<file path="src/rtl/mips_pc_sequencer.sv">
`default_nettype none
// +--------------------------------------------------------------------------+
// | mips_pc_sequencer                                                        |
// | MIPS program counter with fetch handshake and branch/jump next-PC select |
// | Revision: 1.0                                                            |
// +--------------------------------------------------------------------------+
module mips_pc_sequencer #(
  parameter logic [31:0] RESET_PC = 32'h0000_0000
) (
  input  logic        CLK,
  input  logic        RST,
  input  logic        Imem_Ack,
  input  logic [31:0] Imem_Rdata,
  input  logic        Stall,
  input  logic        Branch,
  input  logic        Zero,
  input  logic [31:0] SignImm,
  input  logic        Jump,
  input  logic [25:0] JumpIndex,
  output logic        Imem_Req,
  output logic [31:0] PC,
  output logic [31:0] PC_Plus4,
  output logic [31:0] Instr,
  output logic        Instr_Valid,
  output logic        Redirect
);

  localparam logic [31:0] c_reset_pc = {RESET_PC[31:2], 2'b00};

  typedef enum logic [1:0] {
    IDLE   = 2'd0,
    FETCH  = 2'd1,
    DECODE = 2'd2
  } state_t;

  state_t      r_state;
  state_t      w_state_nxt;
  logic [31:0] r_pc;
  logic [31:0] r_instr;
  logic        r_redirect;

  logic [31:0] w_pc_nxt;
  logic [31:0] w_instr_nxt;
  logic        w_redirect_nxt;
  logic [31:0] w_branch_target;
  logic [31:0] w_jump_target;
  logic        w_unused;

  // Word offset shifted into byte offset; the top two offset bits fall off.
  assign PC_Plus4        = r_pc + 32'd4;
  assign w_branch_target = PC_Plus4 + {SignImm[29:0], 2'b00};
  assign w_jump_target   = {PC_Plus4[31:28], JumpIndex, 2'b00};
  assign w_unused        = &{1'b0, SignImm[31:30]};

  always_comb begin
    w_state_nxt    = r_state;
    w_pc_nxt       = r_pc;
    w_instr_nxt    = r_instr;
    w_redirect_nxt = 1'b0;
    case (r_state)
      IDLE: begin
        w_state_nxt = FETCH;
      end
      FETCH: begin
        if (Imem_Ack) begin
          w_instr_nxt = Imem_Rdata;
          w_state_nxt = DECODE;
        end
      end
      DECODE: begin
        // A stalled instruction holds everything; control inputs are not yet valid.
        if (!Stall) begin
          w_state_nxt = FETCH;
          if (Jump) begin
            w_pc_nxt       = w_jump_target;
            w_redirect_nxt = 1'b1;
          end else if (Branch && Zero) begin
            w_pc_nxt       = w_branch_target;
            w_redirect_nxt = 1'b1;
          end else begin
            w_pc_nxt = PC_Plus4;
          end
        end
      end
      default: begin
        w_state_nxt = IDLE;
      end
    endcase
  end

  always_ff @(posedge CLK or negedge RST) begin
    if (!RST) begin
      r_state    <= IDLE;
      r_pc       <= c_reset_pc;
      r_instr    <= 32'd0;
      r_redirect <= 1'b0;
    end else begin
      r_state    <= w_state_nxt;
      r_pc       <= w_pc_nxt;
      r_instr    <= w_instr_nxt;
      r_redirect <= w_redirect_nxt;
    end
  end

  assign PC          = r_pc;
  assign Instr       = r_instr;
  assign Redirect    = r_redirect;
  assign Imem_Req    = (r_state == FETCH);
  assign Instr_Valid = (r_state == DECODE);

endmodule
`default_nettype wire

</file>
<file path="config.mk">
export PLATFORM = sky130hd
export DESIGN_NAME = mips_pc_sequencer
export DESIGN_NICKNAME = d
export VERILOG_FILES = /design/src/rtl/mips_pc_sequencer.sv
export SDC_FILE = /design/constraint.sdc
export NUM_CORES = 1
export LEC_CHECK = 0
export CELL_PAD_IN_SITES_DETAIL_PLACEMENT = 1
export CELL_PAD_IN_SITES_GLOBAL_PLACEMENT = 1
export CORE_MARGIN = 2
export CORE_UTILIZATION = 33
export CTS_BUF_LIST = sky130_fd_sc_hd__clkbuf_8 sky130_fd_sc_hd__clkbuf_16
export CTS_CLUSTER_SIZE = 10
export DETAILED_ROUTE_END_ITERATION = 8
export GPL_ROUTABILITY_DRIVEN = 0
export PLACE_DENSITY = 0.92
export SETUP_SLACK_MARGIN = 0.1
export SLEW_MARGIN = 20
export SYNTH_ARGS = -nofsm -noshare
export SYNTH_HDL_FRONTEND = slang
export SYNTH_SLANG_ARGS = --single-unit
</file>
<file path="constraint.sdc">
create_clock -name CLK -period 3.65 [get_ports CLK]
set_input_delay 0.5475 -clock CLK [delete_from_list [all_inputs] [get_ports CLK]]
set_output_delay 0.5475 -clock CLK [all_outputs]
set_load 0.01 [all_outputs]
</file>
==> flow_metrics.tcl, run 1 <==
set metrics [dict create \
    rsz0062_at_grt "yes" \
    layout.nets 997 \
    dp_slack_ns -0.154 \
    synthCells 584 \
    period_share_pct 103 \
    setup_viol 2 \
    root_buffer "clkbuf_16" \
    path_clk_slew_ns 0.06 \
    synth-edff-count 0 \
    synthAdderAreaFrac_pct 9.07 \
    leakage_nw 3.76 \
    die_h_um 129 \
    worst_slew_pin_slew_ns 0.950 \
    netlist_area_mm2 0.00518 \
    n_antenna_cell 0 \
    cts_tree "built" \
    critPathRequiredTime_ns 3.91 \
    grt_max_degree 49 \
    r2r_end "PC[26]" \
    synthArstFlopShare_pct 100 \
    drcViolationCount 0 \
    cts_htree_levels 3 \
    vias 6062 \
    crit_arrival_ns 4.00 \
    postSynthAreaPerCell_um2 8.88 \
    drt_pass1_iterations 5 \
    vias_per_cell 5.62 \
    worstHoldPathType "input pin to asynchronous set/reset pin" \
    fill_cells 1707 \
    status "finished with violations" \
    cts_buffers 9 \
    max_freq_mhz 267 \
    synth_compound_area_share_pct 20.6 \
    wl_per_cell_um 23.1 \
    io_pins 196 \
    maxCapViolCount 0 \
    cp-start-kind "register" \
    track_usage_pct 27.4 \
    yosysTopAreaCell "dfrtp_1" \
    initial_core_util_pct 34.0 \
    synthXorXnorAreaFrac_pct 8.59 \
    slew_violations 0 \
    clock_latency_ns 0.35 \
    core_mm2 0.0153 \
    drt_iter0_markers 443 \
    grt_pass1_vias 6571 \
    ant_nets 0 \
    die_x_um 129 \
    drt_wl_total_mm 24.9 \
    synthMuxAreaShare_pct 7.36 \
    skew_ns 0.00924 \
    synth_cell_type_count 68 \
    cts.path.max_buffers 2 \
    seq_area_frac_synth_pct 31.4 \
    ys_ff_latch 65 \
    slew_headroom_pct 36.7 \
    synth_flop_cell "dfrtp_1" \
    synthSimpleGateAreaFrac_pct 19.5 \
    die-area_mm2 0.0167 \
    power.ir.vdd_worst_mv 0.484 \
    hpwl_mm 17.0 \
    path_max_fanout 7 \
    numPortBuffers 189 \
    antenna_found_initial 0 \
    min_period_ns 3.74 \
    multi_input_area_mm2 0.00380 \
    startpoint "PC[2]" \
    setup_slack_ns -0.0932 \
    ys_warn_count 0 \
    failed_checks "setup timing" \
    synth_top_family_by_area "compound AO/OA/AOI/OAI gates" \
    endpoint "PC[26]" \
    end_kind "register" \
    fp-row-count 45 \
    hold_viol_final 0 \
    ff2ff_path_depth 17 \
    cts.sinks 65 \
    syn_to_final_growth_pct 68.2 \
    r2r-start "PC[2]" \
    synth_top_area_share_pct 31.4 \
    synthTopCellsByArea "dfrtp_1, ha_1, mux2_2, nand2_1, xnor2_1" \
    cts_hold_buffers 0 \
    grt_overflow 0 \
    criticalPathCategory "register to register" \
    drive_gt1_share_pct 26.8 \
    rrSetupSlack_ns -0.09 \
    total_power_mw 7.57 \
    regArea_mm2 0.00163 \
    grt_pass1_wl_mm 35.2 \
    pwr_density_cell_mw_per_mm2 868 \
]
-- critical path: stages (launching register included) --
cell and delay (ns):
dfrtp_1 0.41, buf_4 0.15, nand2_2 0.09, nor3_4 0.21, buf_12 0.16, nand4_1 0.15
xnor2_2 0.28, ha_1 0.34, a21o_1 0.22, a21oi_1 0.21, o21a_1 0.25, o31ai_4 0.13
buf_4 0.16, a211oi_1 0.26, buf_4 0.19, xnor2_1 0.16, nand2_1 0.11, a21oi_1 0.18
-- state kept, by name, summed over array words and instances (netlist names) --
register	count
Redirect	1
Instr	32
r_state	2
PC	30
-- kinds of logic after synthesis --
| family | count (synthesis) |
|---|---|
| other | 1 |
| xor gates and xnor gates | 50 |
| and+or+nand+nor | 196 |
| muxes | 34 |
| buffers and inverters | 35 |
| DFF | 65 |
| adders and majority gates | 37 |
| AOI/OAI and AO/OA | 166 |
-- layout make-up --
type / count / share of cell area (%)
Inverter: 11 / 0.473
Sequential cell: 65 / 18.6
Multi-Input combinational cell: 487 / 43.6
Clock inverter: 7 / 1.18
Clock buffer: 9 / 2.58
Tap cell: 211 / 3.03
Timing Repair Buffer: 289 / 30.5
-- cell usage after synthesis, drive strengths merged, types with 5 or more instances --
cell type	number
nand2	66
dfrtp	65
nor2	49
o21ai	48
a21oi	38
ha	36
mux2	33
xnor2	27
xor2	23
nand3	21
clkbuf	20
a21o	17
a211oi	11
inv	10
and3	9
nor3	9
nor2b	8
a31oi	7
nand4	7
o31ai	6
o211ai	5
or3	5
-- where the power goes --
| part | internal [mW] | switching (mW) | total, mW |
|---|---|---|---|
| Clock | 0.605 | 0.387 | 0.992 |
| Combinational | 2.64 | 2.53 | 5.18 |
| Sequential | 1.07 | 0.340 | 1.41 |
-- layout by cell type (no fill, tap or decap), drive strengths merged, types with 3 or more instances in the layout --
cell,count
o211ai,5
o22ai,3
o21bai,4
inv,11
o21ai,48
nand4,7
o31ai,6
nor3,9
nor2b,8
and2,3
nor3b,4
conb,4
o21a,4
a21oi,38
clkbuf,9
clkdlybuf4s50,185
xor2,23
nand2,66
ha,36
and3,9
nand2b,4
a211oi,11
dfrtp,65
or3,5
mux2,33
buf,101
a31oi,7
nand3,21
clkinv,4
nor2,49
and4,4
xnor2,27
a21o,17
a31o,3
-- per-stage QoR --
step                hold WS [ns]  utilization, %  setup TNS [ns]  std cells  cell area, um^2
global placement           0.486            51.2               0       1041             7820
floorplan                  0.252               -               0        587             5200
finish                     0.328            57.2          -0.138       1079             8720
detailed placement         0.498            51.2          -0.335       1041             7820
CTS                        0.352            54.7               0       1066             8350
global route               0.379            57.2          -0.950       1079             8720
-- metal layers --
metal | GRT usage, % | share of wire (%) | vias to the layer above | wire length [um]
met4 | 12.0 | 5.2 | 0 | 1290
met5 | 0 | 0 | - | 0
li1 | - | - | 2672 | -
met3 | 5.53 | 5.8 | 96 | 1440
met2 | 49.6 | 52 | 311 | 12900
met1 | 31.1 | 37 | 2983 | 9290
-- worst min-delay path by stage --
stage	slack (ns)	start	depth (start not counted)	endpoint
global route	0.38	RST	1	Instr[12]
detailed placement	0.50	Instr[23]	1	Instr[23]
global placement	0.49	Instr[4]	1	Instr[4]
CTS	0.35	RST	1	Instr[10]
finish	0.33	RST	1	Instr[10]
floorplan	0.25	RST	0	Instr[0]
-- repair_timing --
item                       CTS  global route
setup buffers                9            13
setup endpoints to repair   15            19
gates resized for setup     28            53
pin swaps                   17            37
Note: power is estimated with default switching activity, not from simulation.
==> inputs of run 2 (changes only) <==
--- a/config.mk
+++ b/config.mk
@@ -13,6 +13,7 @@
 export CTS_CLUSTER_SIZE = 10
 export DETAILED_ROUTE_END_ITERATION = 8
 export GPL_ROUTABILITY_DRIVEN = 0
+export MAX_ROUTING_LAYER = met4
 export PLACE_DENSITY = 0.92
 export SETUP_SLACK_MARGIN = 0.1
 export SLEW_MARGIN = 20
==> run 2 against run 1 <==
Net effect:
- the flow still finishes with violations (setup timing)
- critical path type unchanged
- via count grew 1.4%
- utilization is 0.43 points higher
- largest power group unchanged
- count of clock-buffer cells in the layout unchanged
- power grew 0.82%
- critical path depth grew 1
- register-to-register slack gained 0.04 ns
- largest cell class unchanged
- sequential share of layout area decreased by 0.14 points
- cell area grew 0.76%
- global-route usage increased by 0.80 points
- setup slack improved by 0.043 ns
==> flow_metrics.tcl, run 2 (synthesized netlist as in run 1, its figures left out) <==
set metrics [dict create \
    status "finished with violations" \
    failed_checks "setup timing" \
    ant_nets 0 \
    vias 6144 \
    grt_overflow 0 \
    cts_hold_buffers 0 \
    cp-start-kind "register" \
    cts.path.max_buffers 2 \
    clock_latency_ns 0.35 \
    min_period_ns 3.70 \
    pwr_density_cell_mw_per_mm2 869 \
    cts_tree "built" \
    worstHoldPathType "input pin to asynchronous set/reset pin" \
    hold_viol_final 0 \
    criticalPathCategory "register to register" \
    grt_pass1_vias 6580 \
    final_common_cell "clkdlybuf4s50_1" \
    core_mm2 0.0153 \
    fp-row-count 45 \
    slew_headroom_pct 36.0 \
    io_pins 196 \
    initial_core_util_pct 34.0 \
    path_clk_slew_ns 0.06 \
    drt_wl_total_mm 25.0 \
    maxCapViolCount 0 \
    place_area_mm2 0.00782 \
    power.ir.vdd_worst_mv 0.522 \
    setup_viol 3 \
    layout.nets 1001 \
    critPathBufInv 5 \
    vias_per_cell 5.67 \
    syn_to_final_growth_pct 69.5 \
    leakage_nw 3.79 \
    total_power_mw 7.64 \
    stdcell_area_mm2 0.00879 \
    fin_cells 1083 \
    grt_max_degree 49 \
    antenna_found_initial 0 \
    regArea_mm2 0.00163 \
    cp_slowest_cell "dfrtp_1" \
    worstPathCellList "ha_4, inv_2, nor3_4, buf_6, nand3_4, buf_6, nor2_1, xor2_1, ha_2, nand3_1, o21a_1, o31ai_4, buf_4, a211oi_1, buf_4, nor3b_2, nor4_2, nor3b_2" \
    max_freq_mhz 270 \
    critPathRequiredTime_ns 3.87 \
    crit_arrival_ns 3.92 \
    skew_ns 0.00733 \
    cts_htree_levels 3 \
    hpwl_mm 17.0 \
    n_antenna_cell 0 \
    multi_input_area_mm2 0.00384 \
    cts_buffers 9 \
    fill_cells 1675 \
    path_max_fanout 5 \
    cts.sinks 65 \
    slowest_delay_ns 0.41 \
    placed_cells 1041 \
    drt_pass1_iterations 5 \
    grt_pass1_wl_mm 35.2 \
    drt_iter0_markers 401 \
    drcViolationCount 0 \
    drive_gt1_share_pct 28.0 \
    largest_reg_flops 32 \
    die-area_mm2 0.0167 \
    die_x_um 129 \
    worst_slew_pin_slew_ns 0.961 \
    track_usage_pct 28.2 \
    numPortBuffers 189 \
    setup_slack_ns -0.0504 \
    path_delay_family "simple AND/OR/NAND/NOR gates" \
    final_cell_mix "clkdlybuf4s50_1, buf_4, dfrtp_1" \
    rsz0062_at_grt "yes" \
    period_share_pct 101 \
    slew_violations 0 \
    root_buffer "clkbuf_16" \
    end_kind "register" \
    wl_per_cell_um 23.1 \
    die_h_um 129 \
]
## run 2: timing repair
action / 4_1_cts / 5_1_grt
pin swaps: 17 / 40
gates cloned: 0 / 0
setup endpoints to repair: 15 / 20
gates resized for setup: 28 / 64
setup buffers: 9 / 17
## run 2: final cells by class
| type | count | share of cell area (%) |
|---|---|---|
| multi-input combinational | 487 | 43.7 |
| timing repair buffer | 293 | 30.6 |
| clock buffer | 9 | 2.56 |
| sequential | 65 | 18.5 |
| tap | 211 | 3.00 |
| inverter | 11 | 0.470 |
| clock inverter | 7 | 1.17 |
## run 2: path summary, 6_finish.rpt
kind | start | to | slack, ns | cells past startpoint
worst max-delay path | PC[3] | PC[30] | -0.05 | 18
worst min-delay path | RST | Instr[10] | 0.32 | 1
worst max register to register | PC[3] | PC[30] | -0.05 | 18
worst min register to register | Instr[24] | Instr[24] | 0.51 | 1
max in group asynchronous | RST | Instr[20] | 2.47 | 2
min in group CLK | Instr[24] | Instr[24] | 0.51 | 1
## run 2: metrics by stage
| stage | utilization [%] | setup slack, ns | hold WS, ns | TNS, ns |
|---|---|---|---|---|
| global route | 57.6 | -0.255 | 0.385 | -1.07 |
| CTS | 54.7 | 0.0949 | 0.352 | 0 |
| finish | 57.6 | -0.0504 | 0.321 | -0.0957 |
| floorplan | - | 0.148 | 0.252 | 0 |
| global placement | 51.2 | 0.0563 | 0.486 | 0 |
| detailed placement | 51.2 | -0.154 | 0.498 | -0.335 |
## run 2: routing by layer
layer | track usage, % | vias to the layer above | part of all wire (%)
met2 | 49.4 | 306 | 52
li1 | - | 2677 | -
met4 | 12.3 | 0 | 5.8
met1 | 31.3 | 3047 | 37
met5 | - | - | 0
met3 | 5.08 | 114 | 5.4
## run 2: power breakdown
group,internal (mW),switching (mW),total [mW]
sequential,1.07,0.342,1.41
clock,0.605,0.388,0.993
combinational,2.68,2.55,5.24
==> inputs of run 3 (changes only) <==
--- a/config.mk
+++ b/config.mk
@@ -16,6 +16,7 @@
 export MAX_ROUTING_LAYER = met4
 export PLACE_DENSITY = 0.92
 export SETUP_SLACK_MARGIN = 0.1
+export SKIP_LAST_GASP = 1
 export SLEW_MARGIN = 20
 export SYNTH_ARGS = -nofsm -noshare
 export SYNTH_HDL_FRONTEND = slang
==> run 3 against run 2 <==
Net effect:
- the run still ends with setup timing left
- sequential share of layout area barely moved
- sequential power barely moved
- power rose by 0.20%
- combinational power barely moved
- critical path type unchanged
- critical endpoint is now PC[26]
==> flow_metrics.tcl, run 3 (synthesized netlist as in run 1, its figures left out) <==
set metrics [dict create \
    use_met1_pct 31.3 \
    setup_viol 3 \
    endpoint "PC[26]" \
    syn_to_final_growth_pct 69.1 \
    vias 6128 \
    core_mm2 0.0153 \
    wl_per_cell_um 23.3 \
    grt_pass1_wl_mm 35.2 \
    hold_viol_final 0 \
    grt_overflow 0 \
    regArea_mm2 0.00163 \
    r2r_end "PC[26]" \
    numPortBuffers 189 \
    root_buffer "clkbuf_16" \
    end_kind "register" \
    cts_tree "built" \
    crit_arrival_ns 3.97 \
    hpwl_mm 17.0 \
    ff2ff_path_depth 18 \
    fp-row-count 45 \
    cts_buffers 9 \
    drt_iter0_markers 367 \
    multi_input_area_mm2 0.00382 \
    ant_nets 0 \
    path_delay_family "simple AND/OR/NAND/NOR gates" \
    busiest_layer "met2" \
    path_clk_slew_ns 0.06 \
    worst_slew_pin_slew_ns 0.954 \
    layout.nets 1001 \
    grt_pass1_vias 6580 \
    setup_slack_ns -0.0613 \
    drive_gt1_share_pct 27.5 \
    die_h_um 129 \
    rsz0062_at_grt "yes" \
    cts.path.max_buffers 2 \
    n_antenna_cell 0 \
    die_x_um 129 \
    skew_ns 0.00765 \
    vias_per_cell 5.66 \
    drt_wl_total_mm 25.3 \
    maxCapViolCount 0 \
    startpoint "PC[2]" \
    criticalPathCategory "register to register" \
    slew_headroom_pct 36.4 \
    drt_pass1_iterations 5 \
    track_usage_pct 28.2 \
    leakage_nw 3.78 \
    grt_use_met3_pct 5.08 \
    antenna_found_initial 0 \
    largest_reg_flops 32 \
    dp_slack_ns -0.154 \
    grt_max_degree 49 \
    cts_htree_levels 3 \
    critPathRequiredTime_ns 3.91 \
    met2_usage_pct 49.4 \
    final_cell_mix "clkdlybuf4s50_1, buf_4, dfrtp_1" \
    cp_slowest_cell "dfrtp_1" \
    slew_violations 0 \
    r2r-start "PC[2]" \
    period_share_pct 102 \
    status "finished with violations" \
    min_period_ns 3.71 \
    io_pins 196 \
    path_max_fanout 5 \
    drcViolationCount 0 \
    final_common_cell "clkdlybuf4s50_1" \
    power.ir.vdd_worst_mv 0.524 \
    worstPathCellList "ha_4, inv_2, nor3_4, buf_6, nand3_4, buf_6, nor2_1, xor2_1, ha_1, nand3_1, o21a_1, o31ai_4, buf_4, a211oi_1, buf_4, xnor2_1, nand2_1, a21oi_1" \
    pwr_density_cell_mw_per_mm2 872 \
    cp_num_cells 18 \
    fill_cells 1689 \
    die-area_mm2 0.0167 \
    rrSetupSlack_ns -0.06 \
    clock_latency_ns 0.34 \
    critPathBufInv 5 \
    cts.sinks 65 \
    worstHoldPathType "input pin to asynchronous set/reset pin" \
    final_util_pct 57.5 \
    max_freq_mhz 269 \
    cp-start-kind "register" \
    slowest_delay_ns 0.41 \
    initial_core_util_pct 34.0 \
    final.setup.tns_ns -0.112 \
    failed_checks "setup timing" \
]
run 3: cell count changes in the layout (fill, tap and decap cells not counted), sizes merged:
cell / previous run / this run
buf: 106 / 105
clkdlybuf4s50: 183 / 185
dlymetal6s2s: 2 / 1
run 3: worst min path at each step:
stage / to / slack, ns / from / cells after the start
floorplan: Instr[0] / 0.25 / RST / 0
global placement: Instr[4] / 0.49 / Instr[4] / 1
detailed placement: Instr[23] / 0.50 / Instr[23] / 1
CTS: Instr[10] / 0.35 / RST / 1
global route: Instr[2] / 0.38 / RST / 1
finish: Instr[10] / 0.35 / RST / 1
run 3: report_power, final:
group          leakage, nW  total (mW)  switching [mW]  internal (mW)
clock network        0.156       0.987           0.382          0.605
registers            0.784        1.41           0.339           1.07
logic                 2.84        5.26            2.58           2.68
run 3: routing by layer:
layer,part of all wire [%],vias to the layer above
met5,0,-
met4,5.2,0
met3,5.8,106
met2,53,324
met1,36,3023
li1,-,2675
run 3: area by class of cell:
| class | count | area share (%) |
|---|---|---|
| clock inverter | 7 | 1.17 |
| sequential | 65 | 18.5 |
| inverter | 11 | 0.471 |
| clock buffer | 9 | 2.57 |
| tap | 211 | 3.01 |
| multi-input combinational | 487 | 43.6 |
| timing repair buffer | 293 | 30.6 |
run 3: per-stage QoR:
stage / area, um^2 / power (mW) / hold slack (ns) / instances
finish: 8770 / 7.65 / 0.345 / 1083
global route: 8770 / 8.02 / 0.382 / 1083
CTS: 8350 / 7.08 / 0.352 / 1066
detailed placement: 7820 / 5.86 / 0.498 / 1041
global placement: 7820 / 5.61 / 0.486 / 1041
floorplan: 5200 / 3.57 / 0.252 / 587
run 3: worst register-to-register path, delay by kind of cell (launching register included):
family | cells | cell delay, ns
fa+ha+maj | 2 | 0.53
flops | 1 | 0.41
compound gates | 4 | 0.78
buf+inv | 5 | 0.71
simple gates | 5 | 0.81
xor+xnor | 2 | 0.40
run 3: timing repair:
action | 4_1_cts | 5_1_grt
setup buffers | 9 | 17
pin swaps | 17 | 39
endpoints found under the hold margin | 0 | 0
endpoints found under the setup margin | 15 | 20
resized for setup | 28 | 56
gates cloned | 0 | 0
hold buffers | 0 | 0
